<file path="src/rtl/tx_circuit_scheduler_if.sv">
// Queue-side and AXI-Stream handshake bundle between the circuit scheduler
// and the datapath that owns the per-destination FIFOs.
interface tx_circuit_scheduler_if #(
  parameter int NUM_QUEUES = 4
);
  localparam int QW = (NUM_QUEUES > 1) ? $clog2(NUM_QUEUES) : 1;

  logic [NUM_QUEUES-1:0] q_empty;
  logic [NUM_QUEUES-1:0] q_head_tlast;
  logic [NUM_QUEUES-1:0] q_rd_en;
  logic [QW-1:0]         q_sel;
  logic                  m_axis_tvalid;
  logic                  m_axis_tready;

  modport master (
    input  q_empty,
    input  q_head_tlast,
    input  m_axis_tready,
    output q_rd_en,
    output q_sel,
    output m_axis_tvalid
  );

  modport slave (
    output q_empty,
    output q_head_tlast,
    output m_axis_tready,
    input  q_rd_en,
    input  q_sel,
    input  m_axis_tvalid
  );
endinterface

</file>
<file path="src/rtl/tx_circuit_scheduler.sv">
// Time-slotted circuit scheduler: each day serves one destination queue,
// whole packets only, then a night of reconfiguration rotates the circuit.
module tx_circuit_scheduler #(
  parameter int NUM_QUEUES   = 4,
  parameter int DAY_CYCLES   = 1024,
  parameter int NIGHT_CYCLES = 32,
  parameter int GUARD_CYCLES = 64
) (
  input  logic                          axi_aclk,
  input  logic                          reset,
  input  logic                          enable,
  tx_circuit_scheduler_if.master        bus,
  output logic                          night,
  output logic                          overrun,
  output logic [31:0]                   pkt_count
);

  localparam int QW   = (NUM_QUEUES > 1) ? $clog2(NUM_QUEUES) : 1;
  localparam int MAXC = (DAY_CYCLES > NIGHT_CYCLES) ? DAY_CYCLES : NIGHT_CYCLES;
  localparam int CW   = (MAXC > 1) ? $clog2(MAXC + 1) : 1;

  typedef enum logic [1:0] {
    S_NIGHT,
    S_IDLE,
    S_SEND
  } state_e;

  state_e        state_q, state_d;
  logic [CW-1:0] cnt_q, cnt_d;
  logic [QW-1:0] curq_q, curq_d;
  logic          overrun_q, overrun_d;
  logic [31:0]   pkt_q, pkt_d;

  logic          head_empty;
  logic          head_last;
  logic          tvalid;
  logic          beat;
  logic          day_end;
  logic          night_end;
  logic          guard_ok;
  logic [CW-1:0] cnt_sat;
  logic [QW-1:0] curq_next;

  assign head_empty = bus.q_empty[curq_q];
  assign head_last  = bus.q_head_tlast[curq_q];

  // Outputs are gated by reset so a mid-packet reset drops the stream at once.
  assign tvalid = !reset && (state_q == S_SEND) && !head_empty;
  assign beat   = tvalid && bus.m_axis_tready;

  assign day_end   = 32'(cnt_q) >= 32'(DAY_CYCLES - 1);
  assign night_end = 32'(cnt_q) >= 32'(NIGHT_CYCLES - 1);
  assign guard_ok  = (32'(cnt_q) + 32'(GUARD_CYCLES)) <= 32'(DAY_CYCLES);
  assign cnt_sat   = (cnt_q == '1) ? cnt_q : cnt_q + 1'b1;
  assign curq_next = (curq_q == QW'(NUM_QUEUES - 1)) ? '0 : curq_q + 1'b1;

  always_comb begin
    bus.q_rd_en         = '0;
    bus.m_axis_tvalid   = tvalid;
    bus.q_rd_en[curq_q] = beat;
    bus.q_sel           = curq_q;
  end

  assign night     = reset || (state_q == S_NIGHT);
  assign overrun   = overrun_q;
  assign pkt_count = pkt_q;

  always_comb begin
    state_d   = state_q;
    cnt_d     = cnt_q;
    curq_d    = curq_q;
    overrun_d = overrun_q;
    pkt_d     = pkt_q;
    unique case (state_q)
      S_NIGHT: begin
        if (night_end) begin
          state_d = S_IDLE;
          cnt_d   = '0;
        end else begin
          cnt_d = cnt_q + 1'b1;
        end
      end
      S_IDLE: begin
        cnt_d = cnt_sat;
        if (day_end) begin
          state_d = S_NIGHT;
          cnt_d   = '0;
          curq_d  = curq_next;
        end else if (enable && !head_empty && guard_ok) begin
          state_d = S_SEND;
        end
      end
      S_SEND: begin
        cnt_d = cnt_sat;
        if (beat && head_last) begin
          pkt_d = pkt_q + 32'd1;
          if (day_end) begin
            state_d = S_NIGHT;
            cnt_d   = '0;
            curq_d  = curq_next;
          end else begin
            state_d = S_IDLE;
          end
        end else if (day_end) begin
          // Packet still open at day end: keep sending, flag the spill.
          overrun_d = 1'b1;
        end
      end
      default: begin
        state_d = S_NIGHT;
        cnt_d   = '0;
      end
    endcase
  end

  always_ff @(posedge axi_aclk) begin
    if (reset) begin
      state_q   <= S_NIGHT;
      cnt_q     <= '0;
      curq_q    <= '0;
      overrun_q <= 1'b0;
      pkt_q     <= '0;
    end else begin
      state_q   <= state_d;
      cnt_q     <= cnt_d;
      curq_q    <= curq_d;
      overrun_q <= overrun_d;
      pkt_q     <= pkt_d;
    end
  end

endmodule

</file>
<file path="src/flat_wrapper.sv">
// flat-port wrapper written by rule: the top's interface ports become plain ports
module tx_circuit_scheduler_flat 
#(
  parameter int NUM_QUEUES   = 4,
  parameter int DAY_CYCLES   = 1024,
  parameter int NIGHT_CYCLES = 32,
  parameter int GUARD_CYCLES = 64
)
  (axi_aclk, reset, enable, night, overrun, pkt_count, bus_q_empty, bus_q_head_tlast, bus_m_axis_tready, bus_q_rd_en, bus_q_sel, bus_m_axis_tvalid);
  tx_circuit_scheduler_if #(.NUM_QUEUES(NUM_QUEUES)) bus_i ();
  input  logic axi_aclk;
  input  logic reset;
  input  logic enable;
  output logic night;
  output logic overrun;
  output logic [31:0] pkt_count;
  input wire logic [$bits(bus_i.q_empty)-1:0] bus_q_empty;
  input wire logic [$bits(bus_i.q_head_tlast)-1:0] bus_q_head_tlast;
  input wire logic [$bits(bus_i.m_axis_tready)-1:0] bus_m_axis_tready;
  output wire logic [$bits(bus_i.q_rd_en)-1:0] bus_q_rd_en;
  output wire logic [$bits(bus_i.q_sel)-1:0] bus_q_sel;
  output wire logic [$bits(bus_i.m_axis_tvalid)-1:0] bus_m_axis_tvalid;
  assign bus_i.q_empty = bus_q_empty;
  assign bus_i.q_head_tlast = bus_q_head_tlast;
  assign bus_i.m_axis_tready = bus_m_axis_tready;
  assign bus_q_rd_en = bus_i.q_rd_en;
  assign bus_q_sel = bus_i.q_sel;
  assign bus_m_axis_tvalid = bus_i.m_axis_tvalid;
  tx_circuit_scheduler #(.NUM_QUEUES(NUM_QUEUES), .DAY_CYCLES(DAY_CYCLES), .NIGHT_CYCLES(NIGHT_CYCLES), .GUARD_CYCLES(GUARD_CYCLES)) u_core (.axi_aclk(axi_aclk), .reset(reset), .enable(enable), .bus(bus_i), .night(night), .overrun(overrun), .pkt_count(pkt_count));
endmodule
</file>
<file path="config.mk">
export PLATFORM = sky130hd
export DESIGN_NAME = tx_circuit_scheduler_flat
export DESIGN_NICKNAME = d
export VERILOG_FILES = /design/src/rtl/tx_circuit_scheduler_if.sv /design/src/rtl/tx_circuit_scheduler.sv /design/src/flat_wrapper.sv
export SDC_FILE = /design/constraint.sdc
export NUM_CORES = 1
export LEC_CHECK = 0
export CAP_MARGIN = 20
export CORE_ASPECT_RATIO = 0.6
export CORE_UTILIZATION = 35
export DETAILED_ROUTE_END_ITERATION = 16
export DONT_BUFFER_PORTS = 1
export PLACE_DENSITY = 0.59
export SLEW_MARGIN = 30
export SYNTH_ARGS = -nofsm -noshare
export SYNTH_HDL_FRONTEND = slang
export SYNTH_SLANG_ARGS = --single-unit
</file>
<file path="constraint.sdc">
create_clock -name axi_aclk -period 2.2 [get_ports axi_aclk]
set_input_delay 0.22 -clock axi_aclk [delete_from_list [all_inputs] [get_ports axi_aclk]]
set_output_delay 0.22 -clock axi_aclk [all_outputs]
set_load 0.01 [all_outputs]
</file>
==> summary by stage, run 1 <==
Floorplan
The die is 112 um wide. Row generation in the floorplan step produced 23 rows. The core area is 0.00682 mm^2. The initial utilization of the core area, before any placement, comes to 37.0%. The number of top-level design ports is 53. The die covers 0.00757 mm^2. The vertical extent of the die is 67.8 um.

Power
The net switching share of the total power is 20.4%. After layout, the design draws a total of 0.00170 W. Combinational cells account for 3.0% of the total power. In this run, flip-flops and latches consume 51.8% of the power. The internal power of the cells totals 0.00135 W. In this run the power spent charging and discharging nets is 0.000346 W. Per report_power, the clock group accounts for 45.1% of the total. The worst-case IR drop observed on VDD is 0.286 mV.

The leakage power figure is 1.02 nW. For this design the ratio of total power to cell area is 571 mW/mm^2.

GRT
The via count of the first global-routing pass is 2023. The first global-routing pass estimated 10.4 mm of wire. The maximum number of pins on one net before global-route repair is 41. In the global route stage, overall resource usage came out at 17.5%. The initial antenna violation count came to 0. Summed over all layers, the global routing overflow is 0.

Worst setup path
On the critical path, the stage with the largest delay is an instance of mux4_2. Along the worst path, the maximum fanout reaches 6. The count of buffer and inverter cells on the critical path is 0. STA classifies the critical path endpoint as a flip-flop. The number of cells on the worst reg-to-reg path is 5. In this run the critical register-to-register path is captured at u_core.pkt_count[31].

Walking the worst path, the cells encountered are mux4_2, nor4b_4, nand3_2, or4_1, o21ai_0. The worst flop-to-flop path startpoint is u_core.bus.q_sel[0]. The startpoint type of the worst setup path is a flip-flop. The delay contributed by the slowest stage of the critical path is 0.59 ns. The kind of cell with the highest combined delay along the critical path is simple AND/OR/NAND/NOR gates. For the worst setup path, the data arrival time is 2.34 ns. The minimum setup slack among reg-to-reg paths is 0.07 ns. The required time reported for the critical path endpoint is 2.41 ns.

The critical path in this run is classified as reg2reg.

Min path
The worst min-delay path class is in2reg. Counting instances, the worst hold path has a depth of 1. The worst hold path begins at reset. The path with the worst hold slack has its endpoint at u_core.pkt_count[8].

Layout
The proportion of layout cells with a drive suffix above 1 is 13.5%. Summing all multi-input logic gate instances after layout gives 0.00152 mm^2. The number of standard cells in the final layout excluding fillers is 412.

Compared with the post-synthesis result, the final layout area differs by 17.8%. The final net count is 343. Counting the fill cells in the layout gives 639.

In the final layout, flip-flops and latches occupy 962 um^2. The number of diodes added for antenna fixing is 0.

Synth
The synthesis warning total is 0. In the synthesized netlist, the cells that appear most often are dfxtp_1, nor2_1, nand2_1. The cell taking the most area after synthesis is dfxtp_1. The fraction of synthesized cell area taken by the top area cell type is 38.1%.

In this run, synthesis produced a sequential element count of 48. The summed instance area of the synthesized netlist is 0.00252 mm^2. Sequential cells were found to cover 38.1% of the synthesized design area. The number of nets in the synthesized netlist is 317. The most frequently used cell type in the post-synthesis netlist is dfxtp_1. The average footprint of a synthesized cell is 8.47 um^2. The leading register cell type out of synthesis is dfxtp_1. Yosys attributes the largest share of cell area to dfxtp_1, nor2_1, xnor2_1, xor2_1, nand2_1. The synthesized netlist cell count is 298.

Yosys mapped a number of flops with a built-in enable equal to 0. The netlist uses 47 different library cells. The share of flip-flops with an asynchronous set or reset is 0%.

CTS
The clock latency at the later pin of the worst-skew pair is 0.29 ns. The H-tree was split into 2 levels. The longest clock path from root to sink contains 2 buffers. The clock sink total is 48. The clock slew seen by the registers of the worst setup and hold paths is 0.07 ns.

The tree is rooted in a clkbuf_16. The number of clock buffers added by TritonCTS is 5. TritonCTS built the clock tree.

Timing
Of the available clock period, the critical path in the final layout requires 96.6%. Measured against its own limit, the worst slew margin works out to 62.6%. For the pin with the worst max-slew slack, the measured transition is 0.556 ns. The final worst clock skew is 0.00803 ns. Final hold analysis gives a worst-case slack of 0.0201 ns. The highest attainable clock frequency is 470 MHz. The number of pins exceeding their max-slew limit in the final report was 0. The number of endpoints failing setup at the final stage is 0. The post-route minimum period is 2.13 ns. The hold violation total from the final report is 0.

Status
The final reports fail on DRC. The run finished, with violations left.

Drt
The routed layout has 2289 vias. The final layout contains routed wiring with a total length of 6.37 mm. For this run, design rule violations remaining after detail routing come to 2. The routed length per placed instance is 15.5 um. For this run, the detailed router's first-pass iteration total came to 10. The final antenna-violating net count is 0.

After detailed routing, the number of vias per cell comes to 5.56. The DRC marker count from the first detailed-route iteration is 188.

Run
Max-cap violations in this run came to 0.

Place
The post-DP HPWL is 4.69 mm. The global placer's final weighted congestion is 0.884. The number of cells after detailed placement is 399. The number of port buffers is 0.
[layer usage]
layer / vias to the layer above / wire (um) / GRT usage (%)
li1: 1126 / - / -
met1: 1073 / 3310 / 26.1
met2: 82 / 2420 / 22.7
met3: 8 / 587 / 6.19
met4: 0 / 57 / 4.56
met5: - / 0 / 0
[worst max path at each step]
stage,cells after the start,slack [ns],to,start
2_1_floorplan,6,0.01,u_core.pkt_count[31],u_core.bus.q_sel[0]
3_3_place_gp,5,0.05,u_core.pkt_count[19],u_core.bus.q_sel[0]
3_5_place_dp,6,0.001,u_core.pkt_count[23],u_core.bus.q_sel[0]
4_1_cts,5,0.002,u_core.pkt_count[20],u_core.bus.q_sel[0]
5_1_grt,6,-0.02,u_core.pkt_count[23],u_core.bus.q_sel[0]
6_report,5,0.07,u_core.pkt_count[31],u_core.bus.q_sel[0]
[power by group through the flow]
stage | Combinational [W] | Sequential [W] | Clock [W]
after floorplan | 0.0000418 | 0.000899 | 0
after global placement | 0.0000436 | 0.000899 | 0
after detailed placement | 0.0000440 | 0.000899 | 0
after CTS | 0.0000476 | 0.000880 | 0.000792
after global routing | 0.0000584 | 0.000879 | 0.000830
final | 0.0000517 | 0.000880 | 0.000766
[per-stage QoR]
| step | instance area [um^2] | TNS (ns) | util (%) | worst slack (ns) |
|---|---|---|---|---|
| after floorplan | 2520 | 0 | - | 0.0109 |
| after global placement | 2760 | 0 | 40.5 | 0.0547 |
| after detailed placement | 2760 | 0 | 40.5 | 0.00146 |
| after CTS | 2920 | 0 | 42.8 | 0.00212 |
| after global routing | 2970 | -0.0416 | 43.6 | -0.0168 |
| final | 2970 | 0 | 43.6 | 0.0745 |
[state kept, by name (all words and copies together), names as in the netlist]
register          flops
u_core.cnt_q         11
u_core.overrun        1
u_core.bus.q_sel      2
u_core.pkt_count     32
u_core.state_q        2
[cells by family (layout without fill, tap and decap cells)]
logic type / count (synthesis) / in the layout / synth area share (%)
AND/OR/NAND/NOR: 155 / 155 / 33.5
XOR/XNOR: 30 / 30 / 10.4
AO/OA/AOI/OAI: 39 / 39 / 9.57
buffers and inverters: 16 / 43 / 2.68
adder cells (fa/ha/maj): 7 / 7 / 3.47
flip-flops: 48 / 48 / 38.1
multiplexers: 3 / 3 / 2.33
[placed cells by master (no fill, tap or decap), types with 2 or more instances in the layout]
cell,n
inv_1,8
xnor2_1,16
and4_1,5
a31oi_1,2
nor3_1,8
nand2_1,26
nor4_1,9
nor4b_4,2
nor2b_1,2
buf_4,26
and2_1,5
o31ai_1,2
nor2_1,42
clkbuf_16,5
a21oi_1,15
or4_1,5
nand3_1,19
ha_1,7
o41ai_1,2
nand2b_1,2
nand4_1,11
dfxtp_1,47
or3_1,2
o211ai_1,2
and3_1,6
xor2_1,14
o21ai_0,9
[worst register-to-register path: stages (launching register included)]
cell and delay, ns:
dfxtp_2 0.36, mux4_2 0.59, nor4b_4 0.39, nand3_2 0.18, or4_1 0.48, o21ai_0 0.07
[area by class of cell]
class | count | area share, %
timing repair buffer | 27 | 6.90
tap | 87 | 3.66
sequential | 48 | 32.4
multi-input combinational | 234 | 51.0
inverter | 8 | 1.01
clock buffer | 7 | 4.80
clock inverter | 1 | 0.253
[what timing repair did]
item | 4_1_cts | 5_1_grt
hold buffers | 1 | 0
endpoints found under the setup margin | 0 | 13
resized for setup | 0 | 5
setup buffers | 0 | 4
endpoints found under the hold margin | 7 | 0
Note: power is estimated with default switching activity, not from simulation.
==> inputs of run 2 (changes only) <==
Settings changed: CORE_MARGIN set to 8, RECOVER_POWER set to 25.
==> run 2 against run 1 <==
Against the previous run: the flow now finishes without violations; count of clock-buffer cells in the layout stayed put; register-to-register slack worse by 0.04 ns; sequential power hardly changed; total power is 0.56% higher; flip-flop and latch count stayed put; non-clock buffer count is 4 higher; setup slack worse by 0.036 ns; utilization is 1.4 points lower; sequential share of layout area is 0.25 points lower; die area is 36% higher; critical path type unchanged.
==> summary by stage, run 2 (synthesized netlist as in run 1, its figures left out) <==
Status
The flow ran to the end, and the final reports show no timing, DRC or antenna violations.

Place
The congestion estimate from routability-driven global placement came to 0.859. The number of cells after detailed placement is 409. At the placement stage, the worst setup path has a slack of 0.00567 ns.

The post-DP HPWL is 5.14 mm. Input and output buffers added on the ports amount to 0.

Timing
Setup repair after global routing could not meet its margin everywhere. The number of pins exceeding their max-slew limit in the final report was 0. The slew of the pin with the lowest slew margin is 0.495 ns. The final clock period utilization by the worst path is 98.2%. The final worst clock skew is 0.00799 ns. The worst setup margin is 0.0387 ns. The relative slew slack is 66.7%. The post-route minimum period is 2.16 ns. Derived from the worst setup path, the maximum achievable clock frequency is 463 MHz. The hold violation total from the final report came to 0. The number of endpoints failing setup at the final stage is 0.

GRT
Entering global routing, the biggest net connects 47 pins. The first global-routing pass estimated 10.8 mm of wire. The overall overflow remaining after global route is 0. Global routing used 12.9% of the available tracks. The via count of the first global-routing pass was 2038.

The initial antenna violation count is 0.

Floorplan
53 I/O pins were placed. The width of the die is 126 um. The floorplan has 24 rows. The die is 81.8 um tall. The initial utilization of the core area, before any placement, comes to 35.5%. The core region is 0.00712 mm^2. The die area is 0.0103 mm^2.

Worst setup path
The setup path with the least slack is of type reg2reg. The required time reported for the critical path endpoint is 2.41 ns. Along the worst path, the maximum fanout reaches 7. The startpoint type of the worst setup path is a flip-flop. The category of the worst setup path capture point is a flip-flop. Data arrives at the worst endpoint at 2.37 ns.

CTS
The clock tree from TritonCTS is yes. TritonCTS created 5 clock buffers. The clock passes through at most 2 buffers. The clock sink total is 48. The clock latency at the later pin of the worst-skew pair is 0.29 ns. The cell sitting at the root of the clock tree is a clkbuf_16. Clock-pin slew was measured on the worst setup and hold paths at 0.07 ns. The depth of the CTS H-tree is 2.

Layout
Of the cells placed in the final design, the portion with a size suffix greater than 1 is 13.7%. Measured on the finished design, the core utilization comes to 42.2%. For this run, the number of standard cells in the final layout without fillers is 420. The number of diodes added for antenna fixing is 0. After filler insertion, the fill cell instance count of the layout stands at 700.

The library cells used most frequently in the layout, excluding fill and tap cells, are dfxtp_1, nor2_1, nand2_1, buf_4, nand3_1. The area used by multi-input combinational logic is 0.00152 mm^2. The number of flip-flops in the largest register is 32.

The library cell used most frequently in the layout, excluding fill and tap cells, is dfxtp_1. The signed area change from the synthesized netlist to the final layout is 19.0%. The flip-flop and latch area is 965 um^2.

The final net count is 347.

Run
The tool flagged a number of max-cap violations equal to 0.

Power
The worst IR drop on VDD is 0.426 mV. The ratio of total power to cell area is 568 mW/mm^2. The completed layout was analyzed and its total power is 0.00171 W.

The leakage power figure is 1.04 nW.

Drt
After detailed routing, the total wire length is 6.76 mm. Detailed routing inserted a total of 2315 vias. The final antenna-violating net count is 0. After detailed routing, the average wire length per cell comes to 16.1 um.

After detailed routing, the number of remaining DRC violations is 0. The length of the first detailed-routing pass in iterations is 5. The mean number of vias per cell is 5.51. The first routing iteration left 286 violations.

Min path
The worst min-delay path class is in2reg.
==> run 2: path summary, 6_finish.rpt <==
path                                           start                   end  slack, ns  cells after the start
worst max register to register   u_core.bus.q_sel[0]  u_core.pkt_count[26]       0.04                      6
worst min register to register  u_core.pkt_count[31]  u_core.pkt_count[31]       0.55                      2
worst min-delay path                           reset   u_core.pkt_count[6]      0.002                      1
worst max-delay path             u_core.bus.q_sel[0]  u_core.pkt_count[26]       0.04                      6
==> run 2: area by class of cell <==
cell class / count / area share, %
well taps: 91 / 3.79
flip-flops and latches: 48 / 32.1
multi-input cells: 234 / 50.5
repair buffers: 31 / 7.58
clock buffers: 7 / 4.75
clock inverters: 1 / 0.250
inverters: 8 / 1.00
==> run 2: routing by layer <==
| layer | GRT usage [%] | up-vias | wire length [um] |
|---|---|---|---|
| met2 | 17.4 | 97 | 2540 |
| met5 | 0 | - | 0 |
| met1 | 18.6 | 1081 | 3450 |
| li1 | - | 1133 | - |
| met3 | 5.18 | 4 | 732 |
| met4 | 2.53 | 0 | 35 |
==> run 2: per-stage QoR <==
step	setup TNS (ns)	hold slack (ns)	area, um^2
finish	0	0.00232	3000
floorplan	0	0.487	2520
CTS	0	0.00159	2960
global route	-0.172	0.00173	3000
detailed placement	0	0.305	2810
global placement	0	0.303	2810
==> run 2: worst max-delay path, cell delays in order, from the launching register on <==
cell and delay [ns]:
dfxtp_4 0.36, mux4_2 0.62, buf_4 0.19, nor4b_4 0.29, nand3_2 0.14, or4_1 0.41
o21ai_0 0.08
==> run 2: what timing repair did <==
item,4_1_cts,5_1_grt
resized for setup,0,8
setup endpoints to repair,0,15
endpoints found under the hold margin,0,5
hold buffers,0,1
setup buffers,0,2
==> run 2: power by group <==
| part | internal (W) | total [W] | switching [W] |
|---|---|---|---|
| sequential | 0.000872 | 0.000878 | 0.00000585 |
| clock | 0.000453 | 0.000778 | 0.000324 |
| combinational | 0.0000241 | 0.0000511 | 0.0000271 |
==> inputs of run 3 (changes only) <==
Clock period 2.2 ns to 1.8 ns, I/O delays scaled along.
==> run 3 against run 2 <==
Against the previous run: the run now ends with setup timing left; via count up 4.0%; critical path depth down 1; maximum frequency grew 5.5%; die area unchanged; largest power group unchanged.
==> summary by stage, run 3 (synthesized netlist as in run 1, its figures left out) <==
Layout
In the final layout, the share of cells above drive strength 1 is 30.7%. The count of fill cells added during filler insertion is 661. The signed area change from the synthesized netlist to the final layout is 40.5%.

The number of standard cells in the final layout excluding fillers is 461. At the end of the flow the core is filled with cells to 49.8%. The summed area of non-filler cells in the final layout is 0.00355 mm^2. The final net count is 386. Leaving out fill and tap cells, the most frequent cells in the layout are buf_4, dfxtp_1, nor2_1. The number of flip-flops in the largest register is 32. The library cell used most frequently in the layout, excluding fill and tap cells, is buf_4.

Min path
The cell depth of the worst hold path is 1. The startpoint of the lowest-slack hold path is reset. For hold timing, the worst endpoint is u_core.cnt_q[3].

The worst min-delay path class is in2reg.

Power
The ratio of total power to cell area is 585 mW/mm^2. The leakage power figure is 1.42 nW. The worst IR drop on VDD is 0.406 mV.

GRT
Summed over all layers, the global routing overflow is 0. The via count of the first global-routing pass is 2234. The maximum number of pins on one net before global-route repair is 31. Global routing used 14.9% of the available tracks. The global-route wire length before repair is 12.3 mm. The initial antenna violation count is 2.

Worst setup path
STA classifies the critical path startpoint as a flip-flop. In this run the critical register-to-register path is captured at u_core.pkt_count[31]. The delay contributed by the slowest stage of the critical path is 0.60 ns.

The number of cells on the worst reg-to-reg path is 5. The category of the worst setup path capture point is a flip-flop. The startpoint identified for the worst register-to-register timing path is u_core.bus.q_sel[0]. The worst-path maximum fanout is 6. In this run the register-to-register setup slack is -0.25 ns. The highest-delay cell along the critical path is mux4_2. The signal on the critical path passes through mux4_2, nor4b_4, nand3_2, or4_1, o21ai_1. The required time reported for the critical path endpoint is 2.02 ns. The kind of critical path is reg2reg. STA puts the critical path data arrival time at 2.27 ns.

The critical path starts at u_core.bus.q_sel[0].

Place
The post-DP HPWL is 5.43 mm. Summing all placed instances gives a cell area of 0.00307 mm^2. Prior to clock tree synthesis, the placed netlist has a worst setup slack of -0.222 ns. The number of cells after detailed placement is 438. The global placer's final weighted congestion is 0.845. During placement, the flow inserted port buffers numbering 0.

CTS
The clock drives 48 sinks. The later pin in the worst-skew pair is clocked with a latency of 0.29 ns. TritonCTS created 5 clock buffers. The clock slew seen by the registers of the worst setup and hold paths is 0.07 ns. Counting along the longest clock path gives a buffer depth of 2. The depth of the CTS H-tree is 2. The clock tree from TritonCTS is yes. The root buffer cell chosen for the clock tree is clkbuf_16.

Drt
Using the TritonRoute via totals, the vias-per-cell ratio works out to 5.22. The length of the first detailed-routing pass in iterations is 4. The detailed router placed 2408 vias in this run. The wire length after detailed routing is 7.51 mm. The DRC marker count from the first detailed-route iteration is 169.

The number of design rule violations left after detail routing is 0. The final antenna-violating net count is 0. The routed length per placed instance is 16.3 um.

Floorplan
The floorplan step defined a core boundary enclosing 0.00712 mm^2. The vertical extent of the die is 81.8 um. The floorplan step set the die width to 126 um. The die area is 0.0103 mm^2.

In this run the core area contains 24 standard-cell rows. For this configuration, the core starts out at a cell density of 35.5%. 53 I/O pins were placed.

Timing
Setup slack on the critical path of the routed design comes to -0.249 ns. The worst hold slack is 0.00745 ns. The slew of the pin with the lowest slew margin is 0.523 ns. The relative slew slack is 65.1%. The final worst clock skew is 0.00572 ns.

The highest attainable clock frequency is 488 MHz. The post-route minimum period is 2.05 ns. The hold violation total from the final report is 0.

The number of pins exceeding their max-slew limit in the final report is 0. The final clock period utilization by the worst path is 114%. Setup repair after global routing could not meet its margin everywhere. Setup violations remaining at the end of the flow were counted as 49.

Run
The max capacitance violation total is 0.

Status
The final reports fail on setup timing. The flow ran to the end, but the final reports show violations.
-- run 3: area by class of cell --
cell class	count	area [um^2]	share of cell area [%]
tap	91	114	3.21
clock inverter	1	8.76	0.247
timing repair buffer	70	568	16.0
inverter	8	30.0	0.847
clock buffer	7	133	3.74
antenna	2	5.00	0.141
multi-input combinational	234	1720	48.6
sequential	48	965	27.2
-- run 3: worst max path at each step --
stage	endpoint	depth (start not counted)	slack (ns)
2_1_floorplan	u_core.pkt_count[26]	6	-0.32
3_3_place_gp	u_core.pkt_count[16]	6	-0.19
3_5_place_dp	u_core.pkt_count[17]	6	-0.22
4_1_cts	u_core.pkt_count[31]	5	-0.23
5_1_grt	u_core.pkt_count[31]	5	-0.32
6_report	u_core.pkt_count[31]	5	-0.25
-- run 3: timing repair --
item	in CTS	in global routing
buffers inserted	6	6
hold endpoints to repair	30	0
setup endpoints to repair	49	52
pin swaps	27	20
gates resized for setup	31	18
hold buffers	1	0
-- run 3: stage by stage --
stage | setup TNS, ns | total power, W
after CTS | -5.82 | 0.00208
after floorplan | -6.33 | 0.00115
after global routing | -10.08 | 0.00216
after global placement | -3.36 | 0.00116
after detailed placement | -4.80 | 0.00116
final | -6.57 | 0.00208
-- run 3: power breakdown --
group	switching, W	total (W)	internal (W)	leakage [nW]
registers	0.00000424	0.00107	0.00107	0.388
logic	0.0000459	0.0000844	0.0000385	0.965
clock network	0.000402	0.000921	0.000519	0.0681
total	0.000452	0.00208	0.00162	1.42
-- run 3: worst max-delay path, delay by kind of cell (launching register included) --
kind,cells,cell delay (ns)
AOI/OAI and AO/OA,1,0.09
DFF,1,0.36
muxes,1,0.60
and+or+nand+nor,3,0.93
-- run 3: routing by layer --
metal | share of wire [%] | wire [um] | vias to the layer above | GRT usage (%)
li1 | - | - | 1215 | -
met1 | 51 | 3820 | 1129 | 20.8
met2 | 40 | 3030 | 62 | 21.8
met3 | 8.5 | 638 | 2 | 5.31
met4 | 0.29 | 22 | 0 | 2.90
met5 | 0 | 0 | - | 0
